[src/rtl/bumpy_pkg.sv]
// Shared definitions for the step/player drawing blocks.
//   step_type_t          : class of the step drawer that owns a pixel
//   EDGE_*               : one-hot player edge codes carried on HitEdgeCode
//   TRANSPARENT_ENCODING : colour value drawers output for "no pixel"
//   det_state_t          : collision detector frame FSM states
package bumpy_pkg;

  typedef enum logic [2:0] {
    FREE  = 3'd0,
    REGU  = 3'd1,
    GATE  = 3'd2,
    DEATH = 3'd3,
    WALL  = 3'd4,
    SPIKE = 3'd5,
    BRAKE = 3'd6
  } step_type_t;

  localparam logic [3:0] EDGE_NONE   = 4'b0000;
  localparam logic [3:0] EDGE_BOTTOM = 4'b0001;
  localparam logic [3:0] EDGE_RIGHT  = 4'b0010;
  localparam logic [3:0] EDGE_TOP    = 4'b0100;
  localparam logic [3:0] EDGE_LEFT   = 4'b1000;

  localparam logic [7:0] TRANSPARENT_ENCODING = 8'hFF;

  typedef enum logic [1:0] {
    ST_IDLE    = 2'd0,
    ST_SCAN    = 2'd1,
    ST_PUBLISH = 2'd2
  } det_state_t;

  function automatic logic is_brake_class(input logic [2:0] t);
    return t == BRAKE;
  endfunction

  function automatic logic is_regular_class(input logic [2:0] t);
    return (t == REGU) || (t == GATE) || (t == WALL);
  endfunction

  function automatic logic is_death_class(input logic [2:0] t);
    return (t == DEATH) || (t == SPIKE);
  endfunction

endpackage

[src/rtl/edge_classifier.sv]
// Combinational classification of a pixel offset inside the player sprite.
// Ports:
//   offset_x, offset_y : pixel offset inside the sprite box
//   edge_code          : one-hot edge (BOTTOM/RIGHT/TOP/LEFT), 0 if none
//   interior           : pixel is inside the box but not on any edge band
// Pixels outside the box report edge_code = 0 and interior = 0.
module edge_classifier
  import bumpy_pkg::*;
#(
  parameter int PLAYER_W   = 32,
  parameter int PLAYER_H   = 32,
  parameter int EDGE_DEPTH = 4
) (
  input  logic [10:0] offset_x,
  input  logic [10:0] offset_y,
  output logic [3:0]  edge_code,
  output logic        interior
);

  localparam logic [10:0] W_LIM   = 11'(PLAYER_W);
  localparam logic [10:0] H_LIM   = 11'(PLAYER_H);
  localparam logic [10:0] DEPTH   = 11'(EDGE_DEPTH);
  localparam logic [10:0] BOT_LIM = 11'(PLAYER_H - EDGE_DEPTH);
  localparam logic [10:0] RGT_LIM = 11'(PLAYER_W - EDGE_DEPTH);

  // Bands are tested in a fixed order so corner pixels land on a single
  // edge: bottom and top take the corners before left and right.
  always_comb begin
    edge_code = EDGE_NONE;
    interior  = 1'b0;
    if ((offset_x < W_LIM) && (offset_y < H_LIM)) begin
      if (offset_y >= BOT_LIM)      edge_code = EDGE_BOTTOM;
      else if (offset_y < DEPTH)    edge_code = EDGE_TOP;
      else if (offset_x < DEPTH)    edge_code = EDGE_LEFT;
      else if (offset_x >= RGT_LIM) edge_code = EDGE_RIGHT;
      else                          interior  = 1'b1;
    end
  end

endmodule

[src/rtl/step_collision_detector.sv]
// Per-frame collision detector between the player sprite and step drawers.
// Counts overlap pixels per player edge and per step class during a frame,
// and at each startOfFrame publishes a verdict that stays stable for the
// whole following frame.
// Ports:
//   clk, resetN                : pixel clock, async active-low reset
//   startOfFrame               : one-cycle pulse on the first pixel of a frame
//   player_drawingRequest      : player sprite pixel is opaque
//   player_offsetX/Y           : pixel offset inside the player sprite
//   step_drawingRequest        : some step drawer owns this pixel
//   step_type                  : class of that step (bumpy_pkg::step_type_t)
//   breaking/regular/death_*   : class verdicts for the previous frame
//   HitEdgeCode                : one-hot dominant player edge, 0 = none
//   verdict_valid              : high for the single cycle after publishing
// Handshake: verdict_valid is a one-cycle strobe with no ready; the verdict
// outputs are levels that only change in the cycle verdict_valid is high.
module step_collision_detector
  import bumpy_pkg::*;
#(
  parameter int PLAYER_W   = 32,
  parameter int PLAYER_H   = 32,
  parameter int EDGE_DEPTH = 4,
  parameter int MIN_HITS   = 2,
  parameter int COUNT_W    = 10
) (
  input  logic        clk,
  input  logic        resetN,
  input  logic        startOfFrame,
  input  logic        player_drawingRequest,
  input  logic [10:0] player_offsetX,
  input  logic [10:0] player_offsetY,
  input  logic        step_drawingRequest,
  input  logic [2:0]  step_type,
  output logic        breaking_step_collision,
  output logic        regular_step_collision,
  output logic        death_collision,
  output logic [3:0]  HitEdgeCode,
  output logic        verdict_valid
);

  det_state_t state_q, state_d;

  logic [3:0] edge_code;
  logic       interior;

  logic [COUNT_W-1:0] cnt_bottom_q, cnt_right_q, cnt_top_q, cnt_left_q, cnt_total_q;
  logic [COUNT_W-1:0] cnt_bottom_d, cnt_right_d, cnt_top_d, cnt_left_d, cnt_total_d;
  logic               brk_q, reg_q, dth_q;
  logic               brk_d, reg_d, dth_d;

  logic               hit;
  logic               count_en;
  logic               publish;
  logic               enough;
  logic [3:0]         dom_code;
  logic [COUNT_W-1:0] best_cnt;

  edge_classifier #(
    .PLAYER_W  (PLAYER_W),
    .PLAYER_H  (PLAYER_H),
    .EDGE_DEPTH(EDGE_DEPTH)
  ) u_edge_classifier (
    .offset_x (player_offsetX),
    .offset_y (player_offsetY),
    .edge_code(edge_code),
    .interior (interior)
  );

  function automatic logic [COUNT_W-1:0] sat_inc(input logic [COUNT_W-1:0] v,
                                                 input logic en);
    if (en && (v != '1)) return v + COUNT_W'(1);
    return v;
  endfunction

  // Out-of-box pixels have neither an edge nor the interior flag, so they
  // drop out of the hit definition here.
  assign hit = player_drawingRequest && step_drawingRequest &&
               (step_type != FREE) && (interior || (|edge_code));

  // Nothing counts before the first frame boundary; the boundary pixel
  // itself already belongs to the new frame.
  assign count_en = hit && ((state_q != ST_IDLE) || startOfFrame);
  assign publish  = startOfFrame && (state_q != ST_IDLE);

  always_comb begin
    state_d = state_q;
    unique case (state_q)
      ST_IDLE:    if (startOfFrame) state_d = ST_SCAN;
      ST_SCAN:    if (startOfFrame) state_d = ST_PUBLISH;
      ST_PUBLISH: state_d = startOfFrame ? ST_PUBLISH : ST_SCAN;
      default:    state_d = ST_IDLE;
    endcase
  end

  // On a frame boundary the accumulators restart from zero and then take
  // the boundary pixel, so it is neither lost nor counted twice.
  always_comb begin
    cnt_bottom_d = startOfFrame ? '0 : cnt_bottom_q;
    cnt_right_d  = startOfFrame ? '0 : cnt_right_q;
    cnt_top_d    = startOfFrame ? '0 : cnt_top_q;
    cnt_left_d   = startOfFrame ? '0 : cnt_left_q;
    cnt_total_d  = startOfFrame ? '0 : cnt_total_q;
    brk_d        = startOfFrame ? 1'b0 : brk_q;
    reg_d        = startOfFrame ? 1'b0 : reg_q;
    dth_d        = startOfFrame ? 1'b0 : dth_q;

    cnt_bottom_d = sat_inc(cnt_bottom_d, count_en && edge_code[0]);
    cnt_right_d  = sat_inc(cnt_right_d,  count_en && edge_code[1]);
    cnt_top_d    = sat_inc(cnt_top_d,    count_en && edge_code[2]);
    cnt_left_d   = sat_inc(cnt_left_d,   count_en && edge_code[3]);
    cnt_total_d  = sat_inc(cnt_total_d,  count_en);
    brk_d        = brk_d | (count_en && is_brake_class(step_type));
    reg_d        = reg_d | (count_en && is_regular_class(step_type));
    dth_d        = dth_d | (count_en && is_death_class(step_type));
  end

  // Strict '>' keeps the earlier candidate on ties, giving the order
  // BOTTOM > TOP > LEFT > RIGHT; all-zero edges leave BOTTOM selected.
  always_comb begin
    best_cnt = cnt_bottom_q;
    dom_code = EDGE_BOTTOM;
    if (cnt_top_q > best_cnt) begin
      best_cnt = cnt_top_q;
      dom_code = EDGE_TOP;
    end
    if (cnt_left_q > best_cnt) begin
      best_cnt = cnt_left_q;
      dom_code = EDGE_LEFT;
    end
    if (cnt_right_q > best_cnt) begin
      best_cnt = cnt_right_q;
      dom_code = EDGE_RIGHT;
    end
  end

  assign enough = cnt_total_q >= COUNT_W'(MIN_HITS);

  always_ff @(posedge clk or negedge resetN) begin
    if (!resetN) begin
      state_q      <= ST_IDLE;
      cnt_bottom_q <= '0;
      cnt_right_q  <= '0;
      cnt_top_q    <= '0;
      cnt_left_q   <= '0;
      cnt_total_q  <= '0;
      brk_q        <= 1'b0;
      reg_q        <= 1'b0;
      dth_q        <= 1'b0;
    end else begin
      state_q      <= state_d;
      cnt_bottom_q <= cnt_bottom_d;
      cnt_right_q  <= cnt_right_d;
      cnt_top_q    <= cnt_top_d;
      cnt_left_q   <= cnt_left_d;
      cnt_total_q  <= cnt_total_d;
      brk_q        <= brk_d;
      reg_q        <= reg_d;
      dth_q        <= dth_d;
    end
  end

  // Verdict registers load from the pre-clear accumulators on the boundary
  // cycle so the new values appear in the PUBLISH cycle.
  always_ff @(posedge clk or negedge resetN) begin
    if (!resetN) begin
      breaking_step_collision <= 1'b0;
      regular_step_collision  <= 1'b0;
      death_collision         <= 1'b0;
      HitEdgeCode             <= EDGE_NONE;
    end else if (publish) begin
      breaking_step_collision <= enough && brk_q;
      regular_step_collision  <= enough && reg_q;
      death_collision         <= enough && dth_q;
      HitEdgeCode             <= enough ? dom_code : EDGE_NONE;
    end
  end

  assign verdict_valid = (state_q == ST_PUBLISH);

endmodule

[config.mk]
export PLATFORM = sky130hd
export DESIGN_NAME = step_collision_detector
export DESIGN_NICKNAME = d
export VERILOG_FILES = /design/src/rtl/bumpy_pkg.sv /design/src/rtl/edge_classifier.sv /design/src/rtl/step_collision_detector.sv
export SDC_FILE = /design/constraint.sdc
export NUM_CORES = 1
export LEC_CHECK = 0
export ABC_CLOCK_PERIOD_IN_PS = 5600
export CORE_UTILIZATION = 40
export CTS_CLUSTER_SIZE = 25
export DETAILED_ROUTE_END_ITERATION = 12
export PLACE_DENSITY = 0.61
export SLEW_MARGIN = 0
export SYNTH_ARGS = -nofsm -noshare
export SYNTH_HDL_FRONTEND = slang
export SYNTH_SLANG_ARGS = --single-unit
[constraint.sdc]
create_clock -name clk -period 5.6 [get_ports clk]
set_clock_uncertainty 0.2 [all_clocks]
set_input_delay 1.12 -clock clk [delete_from_list [all_inputs] [get_ports clk]]
set_output_delay 1.12 -clock clk [all_outputs]
set_load 0.005 [all_outputs]
==> results.py <==
metrics = {
    "status": {
        "outcome": "finished clean",
    },
    "yosys": {
        "yosysTopAreaCellShare_pct": 33.9,
        "synthArstFlopShare_pct": 100,
        "synth_cell_types": 60,
        "synth_area_per_cell_um2": 8.93,
        "synth_warnings": 0,
        "ys_ff_latch": 62,
        "yosysTopAreaCell": "dfrtp_1",
        "synth_area_mm2": 0.00457,
        "synth-main-ff-cell": "dfrtp_1",
        "synth_commonest_cells": "dfrtp_1, nor2_1, ha_1",
        "synth_edf_count": 0,
        "synthesis.nets": 577,
        "synthCells": 512,
        "synth_most_common_cell": "dfrtp_1",
        "synth_area_leaders": "dfrtp_1, ha_1, mux2_2",
        "yosysSeqAreaShare_pct": 33.9,
    },
    "clock_tree": {
        "clock_latency_ns": 0.33,
        "cts_tree": "built",
        "clkSlewWorstSetupHoldPaths_ns": 0.05,
        "cts.sink_count": 62,
        "ctsHoldBuffers": 0,
        "clockBufferDepth": 2,
        "cts-root-buf": "clkbuf_16",
        "htree_levels": 3,
        "cts_made_buffers": 9,
    },
    "worst_setup_path": {
        "crit_fanout": 11,
        "cp.arrival_ns": 5.16,
        "crit_required_ns": 5.64,
        "endpoint_kind": "register",
        "critPathKind": "reg2reg",
        "reg2reg_depth": 20,
        "cp-start-kind": "register",
    },
    "grt": {
        "grt_start_max_net_pins": 46,
        "overflow": 0,
        "grt_util_all_layers_pct": 20.3,
        "grt_pass1_wl_um": 18700,
        "antenna_found_initial": 0,
        "grt_pass1_vias": 3930,
    },
    "power": {
        "peakVddDrop_mv": 0.156,
        "leakage_nw": 2.23,
        "p_sw_share_pct": 21.5,
        "netSwitchingPower_mw": 0.244,
        "pwr-share-seq_pct": 40.9,
        "report.power.total_mw": 1.13,
        "p_comb_share_pct": 6.6,
        "pwr-share-clk_pct": 52.6,
        "internal_power_mw": 0.889,
        "powerDensity_mw_per_mm2": 211,
    },
    "timing": {
        "max-slew-margin-rel_pct": 45.8,
        "final_hold_viol_count": 0,
        "report.final.slew_viol_count": 0,
        "fin_crit_sh_pct": 91.4,
        "max_freq_mhz": 195,
        "tns_ns": 0,
        "period_needed_ns": 5.12,
        "setup_viol": 0,
        "rsz0062_at_grt": "false",
        "tightest_slew_ns": 0.811,
    },
    "layout": {
        "nNetsFinal": 609,
        "drive_gt1_share_pct": 13.1,
        "stdcell_area_mm2": 0.00538,
        "area_growth_pct": 17.6,
        "fill_cells": 1049,
        "utilization_pct": 49.0,
        "diodes": 0,
        "regArea_mm2": 0.00155,
        "multi_input_area_mm2": 0.00285,
    },
    "route": {
        "firstDrtPassIters": 4,
        "wl_per_cell_um": 16.3,
        "drc": 0,
        "first_iter_violations": 272,
        "vias_per_cell": 5.80,
        "num_vias": 3997,
        "routed_wl_um": 11200,
        "postRouteAntennaNets": 0,
    },
    "place": {
        "placed_area_mm2": 0.00504,
        "place.gp.congestion": 0.816,
        "port-buffer-count": 33,
        "post-dp-hpwl_um": 8310,
    },
    "die": {
        "die_y_um": 109,
        "io_pins": 38,
        "die_w_um": 109,
        "coreArea_mm2": 0.0110,
        "num_rows": 38,
        "die_area_mm2": 0.0119,
        "start_util_pct": 41.6,
    },
    "hold_path": {
        "hold_depth": 1,
        "min_path_type": "reg2reg",
    },
    "job": {
        "cap_violations": 0,
    },
}
power groups by stage:
stage / clock, mW / sequential (mW) / combinational [mW]
after floorplan: 0 / 0.469 / 0.0334
after global placement: 0 / 0.470 / 0.0740
after detailed placement: 0 / 0.471 / 0.0753
after CTS: 0.614 / 0.463 / 0.0755
after global routing: 0.632 / 0.464 / 0.0843
final: 0.596 / 0.463 / 0.0744
through the flow:
step                worst slack (ns)  std cells  hold slack (ns)
detailed placement             0.215        672            0.280
global placement               0.373        672            0.277
global route                 0.00224        689            0.300
finish                         0.481        689            0.288
floorplan                      0.711        512            0.266
CTS                            0.201        688            0.292
cell families after synthesis:
family                   Yosys count  share of synthesized area (%)
AND/OR/NAND/NOR                  233                           28.8
AO/OA/AOI/OAI                    100                           15.5
flip-flops                        62                           33.9
buffers and inverters             45                           4.08
adder cells (fa/ha/maj)           36                           9.79
multiplexers                      21                           5.06
XOR/XNOR                          15                           2.87
cells in the final DEF, fill, tap and decap left out, drive strengths merged, types with 4 or more instances in the layout:
cell type	instances
ha	35
or4	9
xor2	5
or3	6
nand3	29
and4	5
a22o	4
xnor2	10
buf	12
nor4	7
nor2	41
dfrtp	62
mux2	17
a31o	13
and2	13
a21oi	18
nand2	31
a211oi	12
o31ai	7
and3	7
mux2i	4
clkbuf	12
nand2b	10
nand4	19
a21o	6
o21ai	19
nor3	18
nor2b	25
clkdlybuf4s50	31
inv	23
final timing paths:
path / slack [ns] / startpoint / endpoint
worst min-delay path: 0.29 / brk_q$_DFF_PN0_ / breaking_step_collision$_DFFE_PN0P_
worst max register to register: 0.48 / cnt_bottom_q[9]$_DFF_PN0_ / HitEdgeCode[0]$_DFFE_PN0P_
worst min register to register: 0.29 / brk_q$_DFF_PN0_ / breaking_step_collision$_DFFE_PN0P_
min in group asynchronous: 0.53 / resetN / cnt_left_q[5]$_DFF_PN0_
max in group asynchronous: 3.70 / resetN / cnt_left_q[3]$_DFF_PN0_
worst max-delay path: 0.48 / cnt_bottom_q[9]$_DFF_PN0_ / HitEdgeCode[0]$_DFFE_PN0P_
layer usage:
metal / vias up / global-route usage (%) / part of all wire, % / wire length [um]
met1: 1944 / 25.0 / 45 / 5080
met3: 23 / 4.90 / 3.9 / 433
met4: 0 / 8.69 / 2.7 / 301
li1: 1954 / - / - / -
met5: - / 0 / 0 / 0
met2: 76 / 33.5 / 48 / 5410
worst max-delay path, cell delays in order (launching register included):
cell and delay, ns:
dfrtp_1 0.46, inv_1 0.12, ha_1 0.34, a21oi_1 0.24, nor2b_1 0.19, and4_2 0.36, o21ai_0 0.14, and2_1 0.19
ha_1 0.29, a21o_1 0.18, a21oi_1 0.19, and2_1 0.17, buf_4 0.18, a211oi_1 0.09, a31o_2 0.24, ha_1 0.31
a21oi_1 0.15, o21ai_0 0.12, a2111oi_2 0.42, o21ai_0 0.21, o31ai_1 0.24
sequential cells by signal, summed over array words and instances, names as in the netlist, 2 cells and up:
signal / count
cnt_right_q: 10
cnt_total_q: 10
cnt_left_q: 10
state_q: 2
HitEdgeCode: 4
cnt_bottom_q: 10
cnt_top_q: 10
what timing repair did:
item	CTS	global route
hold endpoints to repair	0	0
endpoints found under the setup margin	0	4
resized for setup	0	4
setup buffers	0	1
area by class of cell:
type / instances / area share, %
Multi-Input combinational cell: 405 / 53.0
Sequential cell: 62 / 28.9
Timing Repair Buffer: 43 / 7.35
Clock buffer: 12 / 4.58
Tap cell: 140 / 3.26
Inverter: 23 / 1.61
Clock inverter: 4 / 1.30
(Power assumes the default switching activity.)
